### config.mk
export PLATFORM = sky130hd
export DESIGN_NAME = boolean_sweep_ctrl
export DESIGN_NICKNAME = d
export VERILOG_FILES = /design/src/rtl/boolean_sweep_ctrl.sv
export SDC_FILE = /design/constraint.sdc
export NUM_CORES = 1
export LEC_CHECK = 0
export CORE_ASPECT_RATIO = 0.75
export CORE_UTILIZATION = 41
export CTS_CLUSTER_SIZE = 30
export DETAILED_ROUTE_END_ITERATION = 16
export PLACE_DENSITY = 0.61
export SLEW_MARGIN = 10
export SYNTH_ARGS = -nofsm -noshare
export SYNTH_HDL_FRONTEND = slang
export SYNTH_SLANG_ARGS = --single-unit
### constraint.sdc
create_clock -name clk -period 2.05 [get_ports clk]
set_input_delay 0.41 -clock clk [delete_from_list [all_inputs] [get_ports clk]]
set_output_delay 0.41 -clock clk [all_outputs]
set_load 0.05 [all_outputs]
### src/rtl/boolean_sweep_ctrl.sv
// Boolean sweep controller: steps {a,b,c} through all eight input vectors,
// waits SETTLE cycles per vector, samples func_d, and compares the result
// against a latched golden truth table.
module boolean_sweep_ctrl #(
    parameter int unsigned SETTLE = 2
) (
    input  logic       clk,
    input  logic       rst,
    input  logic       start,
    input  logic       abort,
    input  logic [7:0] expected,
    input  logic       func_d,
    output logic       a,
    output logic       b,
    output logic       c,
    output logic       busy,
    output logic       done,
    output logic       pass,
    output logic [7:0] captured,
    output logic [3:0] mismatch_count
);

    typedef enum logic [1:0] {
        StIdle,
        StSettle,
        StSample,
        StDone
    } state_e;

    // Last settle count before moving to SAMPLE
    localparam logic [3:0] SettleLast = 4'(SETTLE - 1);

    state_e     state_q, state_d;
    logic [2:0] idx_q, idx_d;
    logic [3:0] cnt_q, cnt_d;
    logic [7:0] exp_q, exp_d;
    logic [7:0] cap_q, cap_d;
    logic [3:0] mm_q, mm_d;
    logic       pass_q, pass_d;

    // State and datapath registers with asynchronous reset
    always_ff @(posedge clk or posedge rst) begin
        if (rst) begin
            state_q <= StIdle;
            idx_q   <= 3'd0;
            cnt_q   <= 4'd0;
            exp_q   <= 8'h00;
            cap_q   <= 8'h00;
            mm_q    <= 4'd0;
            pass_q  <= 1'b0;
        end else begin
            state_q <= state_d;
            idx_q   <= idx_d;
            cnt_q   <= cnt_d;
            exp_q   <= exp_d;
            cap_q   <= cap_d;
            mm_q    <= mm_d;
            pass_q  <= pass_d;
        end
    end

    // Next-state logic for the sweep FSM and its datapath
    always_comb begin
        state_d = state_q;
        idx_d   = idx_q;
        cnt_d   = cnt_q;
        exp_d   = exp_q;
        cap_d   = cap_q;
        mm_d    = mm_q;
        pass_d  = pass_q;

        unique case (state_q)
            StIdle: begin
                // abort outranks start, so a simultaneous request is dropped
                if (start && !abort) begin
                    idx_d   = 3'd0;
                    cnt_d   = 4'd0;
                    cap_d   = 8'h00;
                    mm_d    = 4'd0;
                    exp_d   = expected;
                    state_d = StSettle;
                end
            end
            StSettle: begin
                if (abort) begin
                    state_d = StIdle;
                end else if (cnt_q == SettleLast) begin
                    state_d = StSample;
                end else begin
                    cnt_d = cnt_q + 4'd1;
                end
            end
            StSample: begin
                if (abort) begin
                    state_d = StIdle;
                end else begin
                    cap_d[idx_q] = func_d;
                    if (func_d != exp_q[idx_q]) begin
                        mm_d = mm_q + 4'd1;
                    end
                    if (idx_q == 3'd7) begin
                        // Decide pass from the count including this last sample
                        pass_d  = (mm_d == 4'd0);
                        state_d = StDone;
                    end else begin
                        idx_d   = idx_q + 3'd1;
                        cnt_d   = 4'd0;
                        state_d = StSettle;
                    end
                end
            end
            StDone: begin
                state_d = StIdle;
            end
            default: begin
                state_d = StIdle;
            end
        endcase
    end

    // Vector drive comes straight from the index register, so it holds in IDLE/DONE
    always_comb begin
        {a, b, c}      = idx_q;
        busy           = (state_q == StSettle) || (state_q == StSample);
        done           = (state_q == StDone);
        pass           = pass_q;
        captured       = cap_q;
        mismatch_count = mm_q;
    end

endmodule

# Word-level counts from Yosys, hierarchy flattened
# Cells that the tools add are included.
[word_totals]
ff_bits = 30
inputBits = 13
out_inout_bits = 18
word_cells = 68
[classes]
n_addsub = 3
order_cmp = 2
n_eq_ne = 12
mux = 29
n_bitwise = 1
reduce_logical = 14
[op_table]
columns = ["operator", "n"]
rows = [
  ["two-way mux 4 bit", 9],
  ["two-way mux 8 bit", 2],
  ["case mux 8 bit (2 select lines)", 1],
  ["case mux 4 bit (3 select lines)", 1],
  ["two-way mux 2 bit", 5],
  ["!= test 2 bit (second input constant)", 5],
  ["two-way mux 3 bit", 3],
  ["adder 4 x 1 -> 4 bit (second input constant)", 2],
  ["bitwise mux 8 bit", 1],
  ["case mux 2 bit (4 select lines)", 1],
  ["case mux 4 bit (2 select lines)", 1],
  ["case mux 3 bit (2 select lines)", 1],
  ["AND reduction 3 bit", 2],
  ["AND reduction 6 bit", 1],
  ["== test 2 bit (second input constant)", 2],
  ["== test 4 x 1 -> 1 bit (second input constant)", 1],
  ["zero test 4 bit", 1],
  ["< comparator 3 x 4 -> 1 bit (second input constant)", 1],
  ["AND reduction 2 bit", 2],
  ["AND reduction 4 bit", 1],
  ["adder 3 x 1 -> 3 bit (second input constant)", 1],
  ["binary-select mux 1 bit (select 3 bit)", 1],
  ["demux 1 bit (select 3 bit)", 1],
  ["== test 3 bit (second input constant)", 1],
  ["other kinds (12)", 14],
]

# Depth between registers and ports, before layout
# Gate-level depths: netlist (run 1).
[logic_depth]
word_depth = 8
mapped_depth = 9
ltp_nobuf = 8

# Worst setup path after synthesis (run 1)
# Ideal clock, no wire load.
[synth_timing]
path_type = "register -> register"
startpoint = "register idx_q[0]"
endpoint = "register pass_q (netlist: pass)"
setup_ns = 0.076
t_arrival_ns = 2.161
path_slack_ns = -0.187
stages_incl_launch_ff = 8
n_path_buf = 1
synth_period_minus_slack_ns = 2.237
cell_sequence = "dfrtp_1 mux4_1 mux2i_1 xnor2_1 buf_2 nand4_1 and3_1 o21ai_1"
[synth_between]
elab_chain_cells = 7
word_cells_on_any_way = 9
cone_classes = "eq/ne: 2; mux: 5; reduce/logical: 2"
[synth_lines]
columns = ["element", "line_no", "rtl"]
rows = [
  ["from (decl)", "34", "logic [2:0] idx_q, idx_d;"],
  ["from (signal assigned)", "53", "idx_q <= idx_d;"],
  ["binary-select mux 1 bit (select 3 bit)", "98", "if (func_d != exp_q[idx_q]) begin"],
  ["two-way mux 1 bit (implied by the code)", "98", ""],
  ["!= test 1 bit", "98", ""],
  ["two-way mux 4 bit", "98", ""],
  ["two-way mux 4 bit", "94", "if (abort) begin"],
  ["two-way mux 4 bit", "72", "unique case (state_q)"],
  ["zero test 4 bit", "103", "pass_d = (mm_d == 4'd0);"],
  ["to (signal assigned)", "58", "pass_q <= pass_d;"],
  ["to (decl)", "39", "logic pass_q, pass_d;"],
]
# Parallel ways exist; a longest one is shown, timed or not. The select of a mux whose other input is x is not followed.
# A chain may end at the register's enable or synchronous reset.

# Worst setup path after layout (run 1)
# Ends and elaborated chain as after synthesis.

==> qor.txt, run 1 <==
Max VDD drop - 0.578 mV
Overall Power - 0.00272 W
drt drc - 0
cts bufs inserted - 5
Final Hold Fails - 0
largest net degree at the start of global routing - 31
Clock Path Buffers - 2
mapped cell area - 1650 sq um
Placed Cells - 250
P_sw - 0.00105 W
startpoint types - flip-flop
Antenna Cells - 0
FP Rows - 19
area delta synth->final - 36.0%
clk sinks - 30
synth warn - 0
highest metal used - met4
Power Density - 1210 nW/um^2
max_slew headroom - 0.664
Worst EP arrival - 2.18 ns
final design utilization - 0.596
first-pass GRT wire length - 6330 um
H-Tree Depth - 2
sw frac - 0.386
Initial Util - 0.438
fmax - 507 MHz
clock root cell - clkbuf_8
clock share of power - 0.182
Worst Clk Skew - 0.00427 ns
reg2reg path depth - 6
Crit. End Element - flip-flop
hold path cells - 2
Crit Path Class - reg -> reg
max-slew violations - 0
Vias/cell - 5.27
internal power - 0.00167 W
Hold Path Class - reg -> reg
Final min period - 1.97 ns
CORE AREA - 3760 sq um
hold_buf cts - 0
Total GRT Usage - 0.198
DRT antenna net count - 0
Skew-Pair Late Insertion Delay - 0.28 ns
CP Max Fanout - 5
layout cell share with drive strength beyond 1 - 0.211
wire length on met3 - 146 um
most frequent cells in the layout - 28 x dfrtp_1, 24 x clkdlybuf4s50_1, 18 x buf_4
post-route setup slack - 0.0760 ns
Die ar. - 4270 sq um
Syn Area/Cell - 10.0 sq um
DR iter-0 viols - 59
Max Cap Viol - 0
Nets - 230
Die W - 75.2 um
Top Ports - 31
most common cell after layout, fill and taps aside - dfrtp_1
vias in the first global route - 1343
synthesized net count - 186
chip height - 56.9 um
fin cells - 261
Routed WL - 3800 um
hpwl dp - 2660 um
combinational power share - 0.501
DR WL/cell - 14.6 um
initial antenna violation count - 0
P_leak - 0.993 nW
Final Setup Violations - 0
total global routing overflow - 0
CP required - 2.26 ns
Post-Syn Instances - 164
Worst Tran Pin Value - 0.503 ns
global placer's final weighted congestion - 0.825
CTS tree - yes
Reg power frac - 0.317
vias post-DR - 1376
M1 wire length - 1860 um
Setup WS pre-CTS - -0.0436 ns
post-synth cell types - 36
Seq/Total Area, Yosys - 0.456
met2 WL - 1780 um
port bufs - 30
outcome - finished clean
clk slew on worst S/H paths - 0.07 ns
register bit total from synthesis - 30
Filler cells - 341
Final period util - 0.963
drt pass-1 iters - 4
==> registers in the layout (all words and copies together) (netlist names) <==
signal and flops:
captured 8, exp_q 8, cnt_q 4, mismatch_count 4, idx_q 3, state_q 2
pass 1
==> what timing repair did <==
action	4_1_cts	5_1_grt
resized for setup	3	6
setup endpoints to repair	3	7
cloned	0	0
setup buffers	1	2
pin swaps	1	2
==> power groups by stage <==
stage / Clock, W / Sequential (W) / Combinational [W]
finish: 0.000496 / 0.000860 / 0.00136
global route: 0.000528 / 0.000884 / 0.00148
CTS: 0.000505 / 0.000860 / 0.00124
detailed placement: 0 / 0.000866 / 0.00113
global placement: 0 / 0.000861 / 0.00111
floorplan: 0 / 0.000949 / 0.000700
==> worst max-delay path, stage by stage (launching register included) <==
cell and delay, ns:
dfrtp_2 0.42, mux4_2 0.55, mux2i_4 0.23, xnor2_4 0.12, a211o_1 0.29, and3_1 0.18
o21ai_1 0.11
==> cells by family (layout without fill, tap and decap cells) <==
family          Yosys count  after routing  share of synthesized area
buf+inv                  18             63                     0.0418
compound gates           43             43                      0.159
fa+ha+maj                 9              9                     0.0684
mux                      13             13                      0.103
flops                    30             30                      0.456
xor+xnor                  4              4                     0.0213
simple gates             47             47                      0.150
==> routing by layer <==
metal	vias to the layer above	track usage
met3	2	0.0539
met1	674	0.276
li1	669	-
met5	-	0
met2	31	0.300
met4	0	0.0529
==> cells in the mapped netlist, drive strengths merged <==
cell type	instances	share of area
o22ai	3	0.011
a211oi	2	0.0091
a2111o	1	0.0068
nor3b	1	0.0076
mux2i	2	0.012
clkbuf	7	0.016
nor2	8	0.018
o31ai	2	0.0091
ha	9	0.068
nor3	3	0.0091
mux4	2	0.030
nand4	2	0.0076
nand3b	5	0.023
a32o	3	0.018
nand3	3	0.0091
a22o	1	0.0053
and3b	1	0.0053
xor2	2	0.011
a211o	1	0.0053
and2	3	0.011
nand2	14	0.032
xnor2	2	0.011
buf	1	0.0030
and3	2	0.0076
or2	1	0.0038
a21oi	7	0.021
o21a	1	0.0046
a31oi	1	0.0038
nand2b	4	0.015
mux2	9	0.062
dfrtp	30	0.46
o21ai	21	0.064
inv	10	0.023
==> path summary, 6_finish.rpt <==
path                             start  slack (ns)           to
hold reg to reg            captured[4]        0.49  captured[4]
min in group asynchronous          rst        0.50     exp_q[0]
setup reg to reg              idx_q[0]        0.08         pass
max in group asynchronous          rst        1.25     idx_q[1]
setup / recovery              idx_q[0]        0.08         pass
hold / removal             captured[4]        0.49  captured[4]
==> per-stage QoR <==
stage | cell area [sq um] | setup TNS [ns] | hold slack (ns)
after floorplan | 1650 | 0 | 0.459
after global placement | 2070 | 0 | 0.474
after detailed placement | 2070 | -0.0555 | 0.481
after CTS | 2190 | 0 | 0.502
after global routing | 2240 | -0.0158 | 0.521
final | 2240 | 0 | 0.492
==> final cells by class <==
type	count	area, sq um	area share
Multi-Input combinational cell	116	863	0.386
Sequential cell	30	753	0.337
Timing Repair Buffer	45	428	0.191
Clock buffer	7	86.3	0.0386
Tap cell	52	65.1	0.0291
Inverter	10	37.5	0.0168
Clock inverter	1	5.00	0.00224
Power figures use the tool's default switching activity.
==> run 2, diff against run 1 <==
- clock period: 2.05 -> 2 ns (I/O delays scaled with it)
==> qor.txt, run 2 (synthesis results as in run 1) <==
most common cell after layout, fill and taps aside - dfrtp_1
Max Cap Viol - 0 (unchanged)
Die ar. - 4270 sq um (unchanged)
drt pass-1 iters - 4 (unchanged)
drt drc - 0 (unchanged)
clk sinks - 30 (unchanged)
Final Setup Violations - 0 (unchanged)
largest net degree at the start of global routing - 31 (unchanged)
M1 wire length - 1800 um (-3.1%)
Max VDD drop - 0.737 mV (+28%)
Skew-Pair Late Insertion Delay - 0.28 ns (about the same)
Clock Path Buffers - 2 (unchanged)
Critical Path Max Stage Delay - 0.83 ns (+0.28 ns)
Routed WL - 3840 um (+1.1%)
startpoint types - flip-flop
internal power - 0.00185 W (+11%)
post-route setup slack - 0.0594 ns (-0.0166 ns)
global placer's final weighted congestion - 0.802 (-2.9%)
clock share of power - 0.204 (+0.022)
total global routing overflow - 0 (unchanged)
CTS tree - yes
cts bufs inserted - 5 (unchanged)
hold_buf cts - 0 (unchanged)
vias post-DR - 1407 (+2.3%)
first-pass GRT wire length - 6420 um (+1.3%)
Critical Path Slowest Stage Cell - clkdlybuf4s50_1
P_sw - 0.00110 W (+4.5%)
crit path cell chain - clkdlybuf4s50_1
Filler cells - 333 (-2.3%)
Vias/cell - 5.27 (about the same)
Final min period - 1.94 ns
clk slew on worst S/H paths - 0.07 ns (about the same)
Power Density - 1280 nW/um^2 (+5.6%)
WP buf/inv - 1 (+1)
most frequent cells in the layout - 28 x dfrtp_1, 25 x buf_4, 23 x clkdlybuf4s50_1
Final Hold Fails - 0 (unchanged)
chip height - 56.9 um (unchanged)
combinational power share - 0.496 (-0.005)
RSZ-0062 raised after global routing - true
CORE AREA - 3760 sq um (unchanged)
CP Max Fanout - 6 (+1)
CP required - 1.60 ns (-0.66 ns)
R2R setup slack - 0.07 ns (about the same)
FP Rows - 19 (unchanged)
clock root cell - clkbuf_8
DR iter-0 viols - 62 (+5.1%)
DRT antenna net count - 0 (unchanged)
highest metal used - met4
fmax - 515 MHz
area delta synth->final - 39.5%
Crit Path Class - reg -> out
wire length on met3 - 160 um (+9.6%)
Top Ports - 31 (unchanged)
layout cell share with drive strength beyond 1 - 0.256 (+0.0453)
Total GRT Usage - 0.201 (+0.00331)
outcome - finished clean
Worst path top cell family by delay - buffers and inverters
Initial Util - 0.438 (unchanged)
max_slew headroom - 0.662 (-0.00151)
Hold Path Class - reg -> reg
Antenna Cells - 0 (unchanged)
Worst Tran Pin Value - 0.505 ns (+0.00226 ns)
vias in the first global route - 1427 (+6.3%)
Overall Power - 0.00294 W (+8.3%)
initial antenna violation count - 0 (unchanged)
met2 WL - 1830 um (+3.0%)
Die W - 75.2 um (unchanged)
DR WL/cell - 14.4 um (-1.2%)
Final period util - 0.970
Crit. End Element - output port
Nets - 236 (+2.6%)
P_leak - 1.01 nW (+2.1%)
Reg power frac - 0.300 (-0.017)
H-Tree Depth - 2 (unchanged)
hpwl dp - 2710 um (+1.8%)
port bufs - 30 (unchanged)
Worst EP arrival - 1.54 ns (-0.64 ns)
max-slew violations - 0 (unchanged)
Worst Clk Skew - 0.00617 ns (+0.00189 ns)
Setup WS pre-CTS - -0.112 ns (-0.0684 ns)
sw frac - 0.372 (-0.0134)
## run 2: changes by cell type in the layout (fill, tap and decap cells not counted), sizes merged
cell           previous run  this run
buf                      20        28
bufinv                    0         1
clkbuf                    7         5
clkdlybuf4s50            24        23
clkinv                    1         2
dlymetal6s2s              1         0
## run 2: final cells by class
cell class	instances	area, sq um	share of cell area
multi-input combinational	116	870	0.379
clock inverter	3	40.0	0.0174
tap	52	65.1	0.0284
sequential	30	753	0.328
inverter	10	37.5	0.0164
timing repair buffer	51	460	0.201
clock buffer	5	68.8	0.0300
## run 2: final timing paths
path	startpoint	to	depth (start not counted)
min in group asynchronous	rst	exp_q[0]	3
max	mismatch_count[3]	mismatch_count[3]	1
max in group asynchronous	rst	idx_q[0]	3
max reg2reg	idx_q[0]	pass	6
min reg2reg	captured[6]	captured[6]	2
min	captured[6]	captured[6]	2
## run 2: through the flow
stage / hold slack, ns / area, sq um / instances / TNS (ns) / utilization
after floorplan: 0.459 / 1650 / 164 / 0 / -
after global placement: 0.477 / 2080 / 252 / -0.0729 / 0.553
after detailed placement: 0.476 / 2080 / 252 / -0.273 / 0.553
after CTS: 0.498 / 2240 / 264 / 0 / 0.595
after global routing: 0.516 / 2290 / 267 / -0.0596 / 0.611
final: 0.492 / 2290 / 267 / 0 / 0.611
## run 2: per-layer routing
layer | up-vias | GRT usage
li1 | 683 | -
met1 | 687 | 0.273
met2 | 29 | 0.302
met3 | 8 | 0.0610
met4 | 0 | 0.0688
met5 | - | 0
## run 2: power by group through the flow
stage | logic (W) | clock network [W] | registers [W]
2_1_floorplan | 0.000719 | 0 | 0.000975
3_3_place_gp | 0.00117 | 0 | 0.000889
3_5_place_dp | 0.00119 | 0 | 0.000892
4_1_cts | 0.00134 | 0.000612 | 0.000885
5_1_grt | 0.00159 | 0.000641 | 0.000905
6_report | 0.00146 | 0.000600 | 0.000882
## run 2: repair_timing
| action | in CTS | in global routing |
|---|---|---|
| pin swaps | 1 | 6 |
| buffers inserted | 4 | 3 |
| gates resized for setup | 4 | 7 |
| setup endpoints to repair | 6 | 8 |
| hold endpoints to repair | 0 | 0 |
